**config.mk**
```make
export PLATFORM = sky130hd
export DESIGN_NAME = riio_sig_pad_ctrl
export DESIGN_NICKNAME = d
export VERILOG_FILES = /design/src/rtl/riio_pad_pkg.sv /design/src/rtl/riio_pad_in_filter.sv /design/src/rtl/riio_sig_pad_ctrl.sv
export SDC_FILE = /design/constraint.sdc
export NUM_CORES = 1
export LEC_CHECK = 0
export CAP_MARGIN = 0
export CORE_MARGIN = 3
export CORE_UTILIZATION = 57
export CTS_BUF_LIST = sky130_fd_sc_hd__clkbuf_4
export CTS_CLUSTER_SIZE = 14
export DETAILED_ROUTE_END_ITERATION = 7
export PLACE_DENSITY = 0.86
export RECOVER_POWER = 25
export SLEW_MARGIN = 20
export SYNTH_ARGS = -nofsm -noshare
export SYNTH_HDL_FRONTEND = slang
export SYNTH_SLANG_ARGS = --single-unit
```
**constraint.sdc**
```tcl
create_clock -name clk -period 2 [get_ports clk]
set_input_delay 0.4 -clock clk [delete_from_list [all_inputs] [get_ports clk]]
set_output_delay 0.4 -clock clk [all_outputs]
set_load 0.05 [all_outputs]
```
**src/rtl/riio_pad_pkg.sv**
```systemverilog
// Shared types and reset values for the signal pad controller.
package riio_pad_pkg;

  typedef enum logic [1:0] {
    IN       = 2'd0,
    TURN_OUT = 2'd1,
    OUT      = 2'd2,
    TURN_IN  = 2'd3
  } pad_state_e;

  localparam logic PAD_DO_RST = 1'b0;
  localparam logic PAD_OE_RST = 1'b0;
  localparam logic PAD_IE_RST = 1'b0;

  // {oe, ie} for a given state; only IN and OUT ever enable a buffer.
  function automatic logic [1:0] pad_ctrl_of(input pad_state_e s);
    logic [1:0] oe_ie;
    case (s)
      IN:       oe_ie = 2'b01;
      OUT:      oe_ie = 2'b10;
      TURN_OUT: oe_ie = 2'b00;
      TURN_IN:  oe_ie = 2'b00;
      default:  oe_ie = 2'b00;
    endcase
    return oe_ie;
  endfunction

endpackage

```
**src/rtl/riio_pad_in_filter.sv**
```systemverilog
// Pad input path: synchroniser chain, glitch filter, filtered level and edge pulses.
module riio_pad_in_filter
  import riio_pad_pkg::*;
#(
  parameter int SYNC_STAGES = 2,
  parameter int FILT_LEN    = 4,
  parameter int CNT_W       = 4
) (
  input  logic clk,
  input  logic rst_n,
  input  logic i_en,
  input  logic i_pad_di,
  output logic o_level,
  output logic o_rise,
  output logic o_fall
);

  localparam logic [CNT_W-1:0] FILT_LAST = CNT_W'(FILT_LEN - 1);

  logic [SYNC_STAGES-1:0] r_sync;
  logic [CNT_W-1:0]       r_cnt;
  logic                   r_level;
  logic                   r_rise;
  logic                   r_fall;

  logic                   w_sync_out;
  logic [CNT_W-1:0]       w_cnt_nxt;
  logic                   w_level_nxt;
  logic                   w_rise_nxt;
  logic                   w_fall_nxt;

  assign w_sync_out = r_sync[SYNC_STAGES-1];

  // Synchroniser keeps running while disabled so re-entry starts from a fresh sample.
  always_ff @(posedge clk) begin
    if (!rst_n) begin
      r_sync <= {SYNC_STAGES{1'b0}};
    end else begin
      r_sync <= {r_sync[SYNC_STAGES-2:0], i_pad_di};
    end
  end

  // Filter decision: a level change needs FILT_LEN consecutive differing samples.
  always_comb begin
    w_cnt_nxt   = r_cnt;
    w_level_nxt = r_level;
    w_rise_nxt  = 1'b0;
    w_fall_nxt  = 1'b0;
    if (!i_en) begin
      w_cnt_nxt = {CNT_W{1'b0}};
    end else if (w_sync_out != r_level) begin
      if (r_cnt == FILT_LAST) begin
        w_cnt_nxt   = {CNT_W{1'b0}};
        w_level_nxt = ~r_level;
        w_rise_nxt  = ~r_level;
        w_fall_nxt  = r_level;
      end else begin
        w_cnt_nxt = r_cnt + CNT_W'(1);
      end
    end else begin
      w_cnt_nxt = {CNT_W{1'b0}};
    end
  end

  // Filter state and registered level/pulse outputs.
  always_ff @(posedge clk) begin
    if (!rst_n) begin
      r_cnt   <= {CNT_W{1'b0}};
      r_level <= 1'b0;
      r_rise  <= 1'b0;
      r_fall  <= 1'b0;
    end else begin
      r_cnt   <= w_cnt_nxt;
      r_level <= w_level_nxt;
      r_rise  <= w_rise_nxt;
      r_fall  <= w_fall_nxt;
    end
  end

  assign o_level = r_level;
  assign o_rise  = r_rise;
  assign o_fall  = r_fall;

endmodule

```
**src/rtl/riio_sig_pad_ctrl.sv**
```systemverilog
// Drive-side controller for one bidirectional pad: direction FSM with turnaround guard,
// tx data register, registered pad controls, and the filtered receive path.
module riio_sig_pad_ctrl
  import riio_pad_pkg::*;
#(
  parameter int SYNC_STAGES = 2,
  parameter int FILT_LEN    = 4,
  parameter int TURN_CYCLES = 2,
  parameter int CNT_W       = 4
) (
  input  logic clk,
  input  logic rst_n,
  input  logic mode_out_i,
  input  logic tx_valid_i,
  input  logic tx_data_i,
  output logic tx_ready_o,
  output logic pad_do_o,
  output logic pad_oe_o,
  output logic pad_ie_o,
  input  logic pad_di_i,
  output logic rx_level_o,
  output logic rx_rise_o,
  output logic rx_fall_o,
  output logic busy_o
);

  localparam logic [CNT_W-1:0] TURN_LAST = CNT_W'(TURN_CYCLES - 1);

  pad_state_e       r_state;
  logic [CNT_W-1:0] r_turn_cnt;
  logic             r_do;
  logic             r_oe;
  logic             r_ie;

  pad_state_e       w_state_nxt;
  logic [CNT_W-1:0] w_turn_cnt_nxt;
  logic             w_do_nxt;
  logic             w_oe_nxt;
  logic             w_ie_nxt;
  logic             w_tx_ready;
  logic             w_filt_en;

  assign w_tx_ready = (r_state == OUT) & mode_out_i;
  assign w_filt_en  = (r_state == IN);

  // Direction FSM; mode_out_i is only looked at in the two settled states.
  always_comb begin
    w_state_nxt    = r_state;
    w_turn_cnt_nxt = r_turn_cnt;
    w_do_nxt       = r_do;
    case (r_state)
      IN: begin
        if (mode_out_i) begin
          w_state_nxt    = TURN_OUT;
          w_turn_cnt_nxt = TURN_LAST;
        end else begin
          w_state_nxt = IN;
        end
      end
      TURN_OUT: begin
        if (r_turn_cnt == {CNT_W{1'b0}}) begin
          w_state_nxt = OUT;
        end else begin
          w_turn_cnt_nxt = r_turn_cnt - CNT_W'(1);
        end
      end
      OUT: begin
        if (tx_valid_i && w_tx_ready) begin
          w_do_nxt = tx_data_i;
        end else begin
          w_do_nxt = r_do;
        end
        if (!mode_out_i) begin
          w_state_nxt    = TURN_IN;
          w_turn_cnt_nxt = TURN_LAST;
        end else begin
          w_state_nxt = OUT;
        end
      end
      TURN_IN: begin
        if (r_turn_cnt == {CNT_W{1'b0}}) begin
          w_state_nxt = IN;
        end else begin
          w_turn_cnt_nxt = r_turn_cnt - CNT_W'(1);
        end
      end
      default: begin
        w_state_nxt    = IN;
        w_turn_cnt_nxt = {CNT_W{1'b0}};
      end
    endcase
    {w_oe_nxt, w_ie_nxt} = pad_ctrl_of(w_state_nxt);
  end

  // Pad controls are registered from the next state so they move with the state change.
  always_ff @(posedge clk) begin
    if (!rst_n) begin
      r_state    <= IN;
      r_turn_cnt <= {CNT_W{1'b0}};
      r_do       <= PAD_DO_RST;
      r_oe       <= PAD_OE_RST;
      r_ie       <= PAD_IE_RST;
    end else begin
      r_state    <= w_state_nxt;
      r_turn_cnt <= w_turn_cnt_nxt;
      r_do       <= w_do_nxt;
      r_oe       <= w_oe_nxt;
      r_ie       <= w_ie_nxt;
    end
  end

  riio_pad_in_filter #(
    .SYNC_STAGES (SYNC_STAGES),
    .FILT_LEN    (FILT_LEN),
    .CNT_W       (CNT_W)
  ) u_in_filter (
    .clk      (clk),
    .rst_n    (rst_n),
    .i_en     (w_filt_en),
    .i_pad_di (pad_di_i),
    .o_level  (rx_level_o),
    .o_rise   (rx_rise_o),
    .o_fall   (rx_fall_o)
  );

  assign tx_ready_o = w_tx_ready;
  assign pad_do_o   = r_do;
  assign pad_oe_o   = r_oe;
  assign pad_ie_o   = r_ie;
  assign busy_o     = (r_state == TURN_OUT) || (r_state == TURN_IN);

endmodule

```
# Word level (Yosys, flattened, before mapping)
# Cells that the tools add are included.
[totals]
inputBits = 6
register_bits = 18
out_inout_bits = 8
elab_cells = 50
[classes]
n_eq_ne = 11
addsub = 2
n_reduce_logical = 12
muxes = 10
n_bitwise = 5
[op_table]
columns = ["operator", "count"]
rows = [
  ["$mux W4", 3],
  ["$pmux W4 S3", 1],
  ["$eq A2 B2 Y1 const B", 4],
  ["$pmux W2 S4", 1],
  ["$ne A2 B2 Y1 const B", 3],
  ["$pmux W2 S3", 1],
  ["$reduce_and A3 Y1", 2],
  ["$add A4 B1 Y4 const B", 1],
  ["$eq A2 B1 Y1 const B", 2],
  ["$eq A4 B2 Y1 const B", 1],
  ["$logic_not A2 Y1", 2],
  ["$logic_not A4 Y1", 1],
  ["$mux W2", 2],
  ["$not A1 Y1", 4],
  ["$reduce_and A4 Y1", 1],
  ["$reduce_or A2 Y1", 2],
  ["$reduce_or A4 Y1", 1],
  ["$sub A4 B1 Y4 const B", 1],
  ["$mux W1", 2],
  ["$reduce_and A2 Y1", 1],
  ["$and A1 B1 Y1", 1],
  ["$logic_and A1 B1 Y1", 1],
  ["$logic_or A1 B1 Y1", 1],
  ["$ne A1 B1 Y1", 1],
]

# Longest topological paths before layout
# Gate-level depths: netlist (run 1).
[logic_depth]
depth_word = 6
depth_mapped = 5
ltp_nobuf = 5

# By module
# Synthesis (run 1) repeated with hierarchy kept, for this count alone.
[unflattened]
hier_cells = 80
area_unflattened_um2 = 778.2
[by_module_without_submodules]
columns = ["module", "seq_area_each_um2", "cells_each", "instances", "area_each_um2"]
rows = [
  ["riio_sig_pad_ctrl", 180.2, 51, 1, 469.2],
  ["riio_pad_in_filter", 180.2, 29, 1, 309.0],
]

# Worst setup path after synthesis (run 1)
# OpenSTA, ideal clock, no wires.
[synth_path]
path_kind = "flip-flop to output port"
from = "register r_state[0]"
to = "output port tx_ready_o"
t_required_ns = 1.600
arrival_ns = 1.180
slack_ns = 0.420
stages_incl_launch_ff = 3
n_path_buf = 1
path_cell_list = "dfxtp_1 > buf_6 > nor2_1"
[synth_via]
elab_chain_len = 2
[synth_lines]
columns = ["item", "line", "rtl"]
rows = [
  ["start: declaration", "riio_sig_pad_ctrl.sv:29", "pad_state_e r_state;"],
  ["start signal: assignment", "riio_sig_pad_ctrl.sv:104", "r_state <= w_state_nxt;"],
  ["$eq A2 B2 Y1", "riio_sig_pad_ctrl.sv:43", "assign w_tx_ready = (r_state == OUT) & mode_out_i;"],
  ["$and A1 B1 Y1", "riio_sig_pad_ctrl.sv:43", ""],
  ["end: declaration", "riio_sig_pad_ctrl.sv:16", "output logic tx_ready_o,"],
]
# No other way between the ends.

# Worst setup path in the final report (run 1)
[layout_path]
from = "register r_do (netlist: pad_do_o)"
to = "output port pad_do_o"
[layout_rtl]
columns = ["item", "line", "rtl"]
rows = [
  ["start: declaration", "riio_sig_pad_ctrl.sv:31", "logic r_do;"],
  ["start signal: assignment", "riio_sig_pad_ctrl.sv:106", "r_do <= w_do_nxt;"],
  ["end: declaration", "riio_sig_pad_ctrl.sv:17", "output logic pad_do_o,"],
]
# No word-level cell between the ends.

==> results by group, run 1 <==
CTS
  – Clock Sinks: 18
  – Num CTS Buffers: 3
  – Clk buf depth: 2
  – Hold-fix buffers at CTS: 0
  – # Post-CTS Setup Buffers: 0
  – Clock Latency Late Sink: 290 ps
  – CTS tree: yes
  – H-tree depth: 1
  – Root buf cell: clkbuf_4
  – Post-cts sizing count: 0
  – Clk slew on worst S/H paths: 100 ps

Synthesis
  – Sequential element share of the synthesized area: 43.9%
  – Xor and xnor fraction of the mapped netlist area: 3.20%
  – YS warnings: 0
  – Syn Nets: 92
  – Largest family of logic cells by synthesized area: simple AND/OR/NAND/NOR gates
  – Mux cell area share after synthesis: 1.37%
  – Post-synthesis adder-cell area fraction: 3.05%
  – Area contributors post-synth: dfxtp_1 44%, nand2_1 3.7%, nand4bb_4 3.4%
  – Leading area contributor after synthesis: dfxtp_1
  – Syn avg cell area: 9.77 sq um
  – Top-area cell type share of the netlist area: 43.9%
  – FF+latch count, synth: 18
  – Synthesized cell area: 821 sq um
  – Compound-Gate Fraction of Synth Area: 10.2%
  – Simple-gate share of the synthesized area: 32.8%
  – Syn Inst Count: 84
  – Unique masters post-synth: 34

Cells and area
  – Most common cell after layout, fill and taps aside: dfxtp_1
  – P&R area growth vs syn: 18.8%
  – Filler Cell Count: 98
  – Reg area: 360 sq um
  – Multi-input logic area: 405 sq um
  – Layout cells sized above 1: 11.1%
  – Ant diodes: 0
  – Final instance area: 975 sq um
  – Commonest cells after routing, fill and taps aside: 18 x dfxtp_1, 10 x clkdlybuf4s50_1, 8 x nand2_1
  – Final nets: 108

Timing
  – Period utilisation layout: 91.7%
  – Hold slack: 440 ps
  – Clock skew: 0.591 ps
  – Final setup vio count: 0
  – Final Hold Viols: 0
  – Max-slew headroom: 63.8%
  – Slew Limit Fails: 0
  – RSZ-0062 raised after global routing: no
  – Slew @ Worst Pin: 542 ps
  – Crit path time final: 1830 ps
  – Setup ws final: 166 ps
  – Fmax: 545 MHz
  – Setup TNS Final: 0 ps

Floorplan
  – I/O pins: 14
  – Die height: 43.9 um
  – Die ar.: 1930 sq um
  – Initial Util: 61.5%
  – Row cnt: 13
  – Die Width: 43.9 um
  – Core ar.: 1330 sq um

Drt
  – DR WL/cell: 13.7 um
  – Via count: 651
  – Drc violations: 0
  – WL final: 1560 um
  – Post-DRT Antenna Nets: 0
  – Iter 0 DRT Violations: 9
  – Vias per cell: 5.71
  – First-pass DRT Iterations: 4

Power and ir drop
  – Sequential Power Share: 45.9%
  – Leakage Power: 0.372 nW
  – P per Cell Area: 1090 nW/um^2
  – Clock power frac: 17.5%
  – Combinational share of power: 36.6%
  – Maximum vdd ir drop: 648 uV
  – Sw frac: 38.6%
  – Power Internal: 0.651 mW
  – Switching power: 0.409 mW

Worst setup path
  – Max stage delay on crit path: 800 ps
  – Crit-path max FO: 2
  – Cell breakdown of the critical path: clkdlybuf4s50_1
  – CP Class: reg2out
  – Worst endpoint data arrival time: 1430 ps
  – Crit path buf inv count: 1
  – Critical Path End Type: output port
  – Critical path's slowest cell: clkdlybuf4s50_1
  – Critical path's top delay family: buffers and inverters
  – CP startpoint kind: flop
  – CP Data Required Time: 1600 ps

Place
  – Pre-CTS setup slack: 211 ps
  – Routability congestion estimate from global placement: 0.740
  – HPWL Detailed: 1160 um
  – Port Buf Inserts: 13
  – Placed Area: 966 sq um

Global route
  – Vias in the first global route: 639
  – Global routing usage on met3: 4.15%
  – Busiest metal layer after global routing: met2
  – GRT Total Usage: 19.2%
  – First-pass GRT wire length: 2750 um
  – Grt met1 use: 22.9%
  – Remaining global-route overflow: 0
  – GRT met2 Usage: 31.4%
  – Largest net degree at the start of global routing: 15
  – Initial antenna violation count: 0

Worst hold path
  – Hold WC Path Type: reg2reg

Run status
  – Status: finished clean

Job
  – Max Cap Violations: 0
-- flip-flops by register name, indices dropped and copies added, names as in the netlist, 2 cells and up --
name	flops
r_turn_cnt	4
u_in_filter.r_cnt	4
r_state	2
u_in_filter.r_sync	2
-- cell type report --
cell class	instances	area share [%]
inverter	3	1.16
sequential	18	37.0
clock inverter	1	0.385
tap	15	1.93
multi-input combinational	58	41.6
timing repair buffer	16	15.7
clock buffer	3	2.31
-- power groups by stage --
stage / sequential (mW) / combinational (mW) / clock [mW]
2_1_floorplan: 0.488 / 0.304 / 0
3_3_place_gp: 0.490 / 0.373 / 0
3_5_place_dp: 0.490 / 0.389 / 0
4_1_cts: 0.483 / 0.392 / 0.189
5_1_grt: 0.494 / 0.421 / 0.206
6_report: 0.486 / 0.388 / 0.186
-- per-stage QoR --
step           utilization [%]  instances  total power, mW
4_1_cts                   74.4        114             1.06
3_5_place_dp              72.4        110            0.879
5_1_grt                   73.1        114             1.12
6_report                  73.1        114             1.06
2_1_floorplan                -         84            0.792
3_3_place_gp              72.4        110            0.863
-- cells in the mapped netlist --
library cell,n
and2b_1,1
nand3_2,1
o221ai_1,1
o211ai_1,1
clkbuf_1,2
and4b_1,1
nor3_1,5
a21boi_1,1
a41o_1,2
nor2b_1,1
nand3_1,4
nand2b_1,1
dfxtp_1,18
ha_1,2
inv_1,3
nor2_4,1
o21a_1,2
buf_4,1
nand4b_1,3
a21oi_1,4
o21ai_0,1
buf_6,1
nor3b_2,2
nand3b_1,1
and3_1,1
xor2_1,2
nand4bb_4,1
nor2_1,5
and4bb_2,1
clkbuf_4,1
xnor2_1,1
and2_1,3
mux2_2,1
nand2_1,8
-- per-layer routing --
metal | up-vias | part of all wire [%]
met2 | 30 | 47
met1 | 291 | 45
met3 | 4 | 6.4
li1 | 326 | -
met4 | 0 | 1.5
met5 | - | 0
-- path summary, 6_finish.rpt --
path,from,end,slack (ps),depth (start not counted)
worst max-delay path,pad_do_o,pad_do_o,170,1
worst min register to register,u_in_filter.r_sync[0],u_in_filter.r_sync[1],440,1
worst min-delay path,u_in_filter.r_sync[0],u_in_filter.r_sync[1],440,1
worst max register to register,r_state[0],r_state[1],660,3
-- cell families (layout without fill, tap and decap cells) --
family | Yosys count | count (layout)
AOI/OAI and AO/OA | 12 | 12
and+or+nand+nor | 40 | 40
adders and majority gates | 2 | 2
DFF | 18 | 18
xor gates and xnor gates | 3 | 3
buffers and inverters | 8 | 23
muxes | 1 | 1
Power figures use the tool's default switching activity.
==> inputs of run 2 (changes only) <==
- CORE_UTILIZATION: 57 -> 53
- CTS_CLUSTER_DIAMETER: default -> 40
- PLACE_DENSITY: 0.86 -> 0.81
- clock period: 2 -> 1.7 ns (I/O delays scaled with it)
==> run 2 against run 1 <==
Combinational power increased by 25%. First-iteration DRC count is 33% lower. Global-route usage decreased by 3.4 points. Critical path depth grew 3. Routed wire length shrank 16%. Clock skew barely moved. Count of clock-buffer cells in the layout unchanged. Clock power rose by 14%. Sequential power up 14%. Hold slack gained 6.2 ps. Design area is the same. Critical endpoint is now tx_ready_o. Largest power group unchanged.
==> results by group, run 2 (synthesized netlist as in run 1, its figures left out) <==
Run status
  – Status: finished clean

Worst setup path
  – Max stage delay on crit path: 470 ps (-330 ps)
  – Critical path's slowest cell: clkdlybuf4s50_1
  – Worst endpoint data arrival time: 1270 ps (-160 ps)
  – CP Class: in2out
  – R2R depth: 4 (+1)
  – Internal reg-to-reg setup slack: 330 ps (-330 ps)
  – Crit-path max FO: 2 (unchanged)
  – Launching point of the worst reg2reg path: r_state[0]
  – CP startpoint kind: primary input
  – CP Data Required Time: 1360 ps (-240 ps)
  – Cell breakdown of the critical path: clkdlybuf4s50_1, nand2_1, nor2_1, buf_12
  – Critical Path End Type: output port
  – FF-to-FF End: u_in_filter.r_cnt[0]

Drt
  – Vias per cell: 5.68 (-0.61%)
  – DR WL/cell: 11.5 um (-16%)
  – First-pass DRT Iterations: 4 (unchanged)
  – Via count: 647 (-0.61%)
  – Iter 0 DRT Violations: 6 (-3)
  – Drc violations: 0 (unchanged)
  – Post-DRT Antenna Nets: 0 (unchanged)
  – WL final: 1310 um (-16%)

Job
  – Max Cap Violations: 0 (unchanged)

Global route
  – Remaining global-route overflow: 0 (unchanged)
  – Initial antenna violation count: 0 (unchanged)
  – GRT Total Usage: 15.8% (-3.4 points)
  – Vias in the first global route: 532 (-17%)
  – First-pass GRT wire length: 2250 um (-18%)
  – Largest net degree at the start of global routing: 16 (+1)

Cells and area
  – Non-Filler Instances: 114 (unchanged)
  – Multi-input logic area: 410 sq um (+1.2%)
  – Largest registers: r_turn_cnt (4), u_in_filter.r_cnt (4)
  – Ant diodes: 0 (unchanged)
  – P&R area growth vs syn: 18.8% (unchanged)
  – Commonest cells after routing, fill and taps aside: 17 x dfxtp_1, 8 x nand2_1, 6 x buf_4
  – Final nets: 108 (unchanged)
  – Layout cells sized above 1: 18.2% (+7.1 points)
  – Filler Cell Count: 103 (+5.1%)
  – Reg area: 362 sq um (+0.35%)
  – Most common cell after layout, fill and taps aside: dfxtp_1

Power and ir drop
  – P per Cell Area: 1280 nW/um^2 (+18%)
  – Sequential Power Share: 44.4% (-1.5 points)
  – Power Internal: 0.785 mW (+21%)
  – Leakage Power: 0.383 nW (+3.1%)
  – Maximum vdd ir drop: 841 uV (+30%)
  – Combinational share of power: 38.7% (+2.1 points)
  – Switching power: 0.467 mW (+14%)
  – Sw frac: 37.3% (-1.3 points)
  – Clock power frac: 16.9% (-0.6 points)

Timing
  – Slew Limit Fails: 0 (unchanged)
  – Period utilisation layout: 94.8%
  – RSZ-0062 raised after global routing: no
  – Max-slew headroom: 60.7% (-3.2 points)
  – Final setup vio count: 0 (unchanged)
  – Crit path time final: 1610 ps
  – Fmax: 621 MHz
  – Clock skew: 1.01 ps (+0.423 ps)
  – Final Hold Viols: 0 (unchanged)
  – Slew @ Worst Pin: 593 ps (+50.8 ps)
  – Setup TNS Final: 0 ps (unchanged)

Floorplan
  – Die Width: 45.4 um (+3.2%)
  – Die height: 45.4 um (+3.2%)
  – Core ar.: 1380 sq um (+3.7%)
  – I/O pins: 14 (unchanged)
  – Initial Util: 59.4% (-2.2 points)
  – Row cnt: 13 (unchanged)
  – Die ar.: 2060 sq um (+6.5%)

Worst hold path
  – HP Start: u_in_filter.r_sync[0]
  – Hold EP: u_in_filter.r_sync[1]
  – Hold Path Stages: 1 (unchanged)
  – Hold WC Path Type: reg2reg

Place
  – HPWL Detailed: 1020 um (-12%)
  – Placed cell count: 110 (unchanged)
  – Routability congestion estimate from global placement: 0.757 (+2.2%)
  – Port Buf Inserts: 13 (unchanged)

CTS
  – # Post-CTS Setup Buffers: 0 (unchanged)
  – H-tree depth: 1 (unchanged)
  – Num CTS Buffers: 3 (unchanged)
  – Clk buf depth: 2 (unchanged)
  – Clk slew on worst S/H paths: 100 ps (about the same)
  – Root buf cell: clkbuf_4
  – Clock Latency Late Sink: 290 ps (about the same)
  – CTS tree: yes
  – Clock Sinks: 18 (unchanged)
## run 2: cell count changes in the layout (fill, tap and decap cells not counted), sizes merged
cell / before / now
clkbuf: 5 / 6
buf: 3 / 8
clkdlybuf4s50: 10 / 4
## run 2: what timing repair did
action                     4_1_cts  5_1_grt
resized for setup                0        1
setup endpoints to repair        0        1
hold buffers                     0        0
## run 2: power groups by stage
stage | sequential (mW) | clock (mW) | combinational, mW
after floorplan | 0.574 | 0 | 0.357
after global placement | 0.562 | 0 | 0.486
after detailed placement | 0.563 | 0 | 0.502
after CTS | 0.554 | 0.224 | 0.503
after global routing | 0.565 | 0.242 | 0.529
final | 0.556 | 0.212 | 0.485
## run 2: cell type report
type / instances / area share (%)
inverter: 3 / 1.16
tap: 15 / 1.93
sequential: 18 / 37.1
timing repair buffer: 16 / 15.0
clock buffer: 3 / 2.31
clock inverter: 1 / 0.385
multi-input combinational: 58 / 42.1
## run 2: routing by layer
layer / share of wire, % / vias up / track usage (%)
met5: 0 / - / 0
met4: 2.4 / 0 / 10.5
met3: 8.3 / 5 / 3.98
met2: 42 / 26 / 24.3
met1: 47 / 291 / 19.2
li1: - / 325 / -
## run 2: per-stage QoR
| stage | instance area [sq um] | worst slack (ps) | total power, mW | utilization [%] | hold WS, ps |
|---|---|---|---|---|---|
| after floorplan | 821 | 180 | 0.932 | - | 412 |
| after global placement | 963 | 106 | 1.05 | 69.7 | 416 |
| after detailed placement | 963 | 78.3 | 1.06 | 69.7 | 427 |
| after CTS | 990 | 35.7 | 1.28 | 71.6 | 451 |
| after global routing | 975 | 43.1 | 1.34 | 70.5 | 467 |
| final | 975 | 88.8 | 1.25 | 70.5 | 447 |
## run 2: how the worst max path moves through the flow
stage | startpoint | to | depth (start not counted)
6_report | mode_out_i | tx_ready_o | 4
5_1_grt | mode_out_i | tx_ready_o | 4
4_1_cts | r_state[1] | tx_ready_o | 3
3_5_place_dp | mode_out_i | tx_ready_o | 4
3_3_place_gp | mode_out_i | tx_ready_o | 4
2_1_floorplan | r_state[0] | tx_ready_o | 2
## run 2: critical path, delay by kind of cell
family	cells	cell delay, ps
buffers and inverters	2	650
AND/OR/NAND/NOR	2	280
==> inputs of run 3 (changes only) <==
- CORE_UTILIZATION: 53 -> 57
- PLACE_DENSITY: 0.81 -> 0.86
- clock period: 1.7 -> 1.9 ns (I/O delays scaled with it)
==> run 3 against run 2 <==
First-iteration DRC count rose by 33%. Via count fell by 4.5%. Design area rose by 1.5%. Global-route usage rose by 1.4 points. Register-to-register slack improved by 220 ps. Critical path depth fell by 3. Die area fell by 6.1%. Hold slack got worse by 0.51 ps. Critical path type is now reg2out. Critical endpoint is now pad_do_o. Largest power group unchanged. Highest routed layer unchanged.
==> results by group, run 3 (synthesized netlist as in run 1, its figures left out) <==
Run status
  – Status: finished clean

CTS
  – Num CTS Buffers: 3 (unchanged)
  – Clock Latency Late Sink: 290 ps (about the same)
  – Clk slew on worst S/H paths: 90 ps (about the same)
  – CTS tree: yes
  – H-tree depth: 1 (unchanged)
  – # Post-CTS Setup Buffers: 0 (unchanged)
  – Clock Sinks: 18 (unchanged)
  – Clk buf depth: 2 (unchanged)
  – Root buf cell: clkbuf_4
  – Post-cts sizing count: 0 (unchanged)
  – Hold-fix buffers at CTS: 0 (unchanged)

Drt
  – Iter 0 DRT Violations: 8 (+2)
  – Drc violations: 0 (unchanged)
  – Via count: 618 (-4.5%)
  – WL final: 1350 um (+2.8%)
  – First-pass DRT Iterations: 4 (unchanged)
  – Post-DRT Antenna Nets: 0 (unchanged)
  – DR WL/cell: 11.8 um (+2.8%)
  – Vias per cell: 5.42 (-4.5%)

Worst hold path
  – Hold Path Stages: 1 (unchanged)
  – Hold WC Path Type: reg2reg
  – HP Start: u_in_filter.r_sync[0]
  – Hold EP: u_in_filter.r_sync[1]

Global route
  – GRT Total Usage: 17.1% (+1.4 points)
  – Largest net degree at the start of global routing: 16 (unchanged)
  – First-pass GRT wire length: 2410 um (+7.1%)
  – Initial antenna violation count: 0 (unchanged)
  – Vias in the first global route: 567 (+6.6%)
  – Remaining global-route overflow: 0 (unchanged)

Place
  – Placed Area: 976 sq um (+1.3%)
  – HPWL Detailed: 1060 um (+3.9%)
  – Routability congestion estimate from global placement: 0.744 (-1.6%)
  – Port Buf Inserts: 13 (unchanged)

Worst setup path
  – Critical Path End Type: output port
  – CP Data Required Time: 1520 ps (+160 ps)
  – Critical path's top delay family: buffers and inverters
  – CP startpoint kind: flop
  – FF-to-FF End: u_in_filter.o_fall
  – R2R depth: 4 (unchanged)
  – Cell breakdown of the critical path: clkdlybuf4s50_1
  – Worst endpoint data arrival time: 1440 ps (+170 ps)
  – Internal reg-to-reg setup slack: 550 ps (+220 ps)
  – Critical path's slowest cell: clkdlybuf4s50_1
  – CP Class: reg2out
  – Crit-path max FO: 2 (unchanged)
  – Launching point of the worst reg2reg path: r_state[0]
  – Crit path buf inv count: 1 (-1)
  – Max stage delay on crit path: 810 ps (+340 ps)

Cells and area
  – Commonest cells after routing, fill and taps aside: 18 x dfxtp_1, 9 x clkdlybuf4s50_1, 8 x nand2_1
  – Final instance area: 990 sq um (+1.5%)
  – Largest registers: r_turn_cnt (4), u_in_filter.r_cnt (4)
  – Most common cell after layout, fill and taps aside: dfxtp_1
  – Final nets: 108 (unchanged)
  – P&R area growth vs syn: 20.6%
  – Layout cells sized above 1: 13.1% (-5.1 points)
  – Ant diodes: 0 (unchanged)

Floorplan
  – Initial Util: 61.5% (+2.2 points)
  – Die Width: 43.9 um (-3.1%)
  – Row cnt: 13 (unchanged)
  – I/O pins: 14 (unchanged)
  – Core ar.: 1330 sq um (-3.5%)
  – Die ar.: 1930 sq um (-6.1%)
  – Die height: 43.9 um (-3.1%)

Timing
  – RSZ-0062 raised after global routing: no
  – Max-slew headroom: 62.4% (+1.8 points)
  – Slew Limit Fails: 0 (unchanged)
  – Setup TNS Final: 0 ps (unchanged)
  – Final setup vio count: 0 (unchanged)
  – Period utilisation layout: 95.8%
  – Clock skew: 4.34 ps (+3.33 ps)
  – Crit path time final: 1820 ps
  – Slew @ Worst Pin: 564 ps (-28.9 ps)
  – Final Hold Viols: 0 (unchanged)
  – Fmax: 550 MHz

Power and ir drop
  – Maximum vdd ir drop: 584 uV (-31%)
  – P per Cell Area: 1130 nW/um^2 (-12%)
  – Total power: 1.12 mW (-11%)
  – Leakage Power: 0.376 nW (-1.8%)

Job
  – Max Cap Violations: 0 (unchanged)
-- run 3: metal layers --
metal  GRT usage (%)  up-vias  wire length [um]
li1                -      327                 -
met1            22.3      269               634
met2            24.1       20               602
met3            5.39        2                96
met4            10.8        0                13
met5               0        -                 0
-- run 3: layout make-up --
class                           instances  area (sq um)
Sequential cell                        18           360
Clock buffer                            3          22.5
Clock inverter                          1          3.75
Timing Repair Buffer                   16           163
Inverter                                3          11.3
Tap cell                               15          18.8
Fill cell                              99           344
Multi-Input combinational cell         58           410
-- run 3: worst max-delay path by stage --
stage	cells after the start	slack, ps	end	from
after floorplan	2	340	tx_ready_o	r_state[0]
after global placement	4	230	tx_ready_o	mode_out_i
after detailed placement	4	210	tx_ready_o	mode_out_i
after CTS	1	60	pad_do_o	pad_do_o
after global routing	1	20	pad_do_o	pad_do_o
final	1	80	pad_do_o	pad_do_o
-- run 3: metrics by stage --
| stage | utilization, % | hold WS [ps] | setup WS, ps | instances |
|---|---|---|---|---|
| 3_3_place_gp | 73.2 | 417 | 226 | 110 |
| 4_1_cts | 75.1 | 451 | 64.1 | 114 |
| 2_1_floorplan | - | 412 | 340 | 84 |
| 3_5_place_dp | 73.2 | 429 | 209 | 110 |
| 6_report | 74.2 | 446 | 80.4 | 114 |
| 5_1_grt | 74.2 | 496 | 22.7 | 114 |
-- run 3: report_power, final --
| group | leakage [nW] | switching [mW] | internal (mW) |
|---|---|---|---|
| Sequential | 0.147 | 0.0733 | 0.431 |
| Combinational | 0.214 | 0.229 | 0.200 |
| Clock | 0.0154 | 0.107 | 0.0763 |
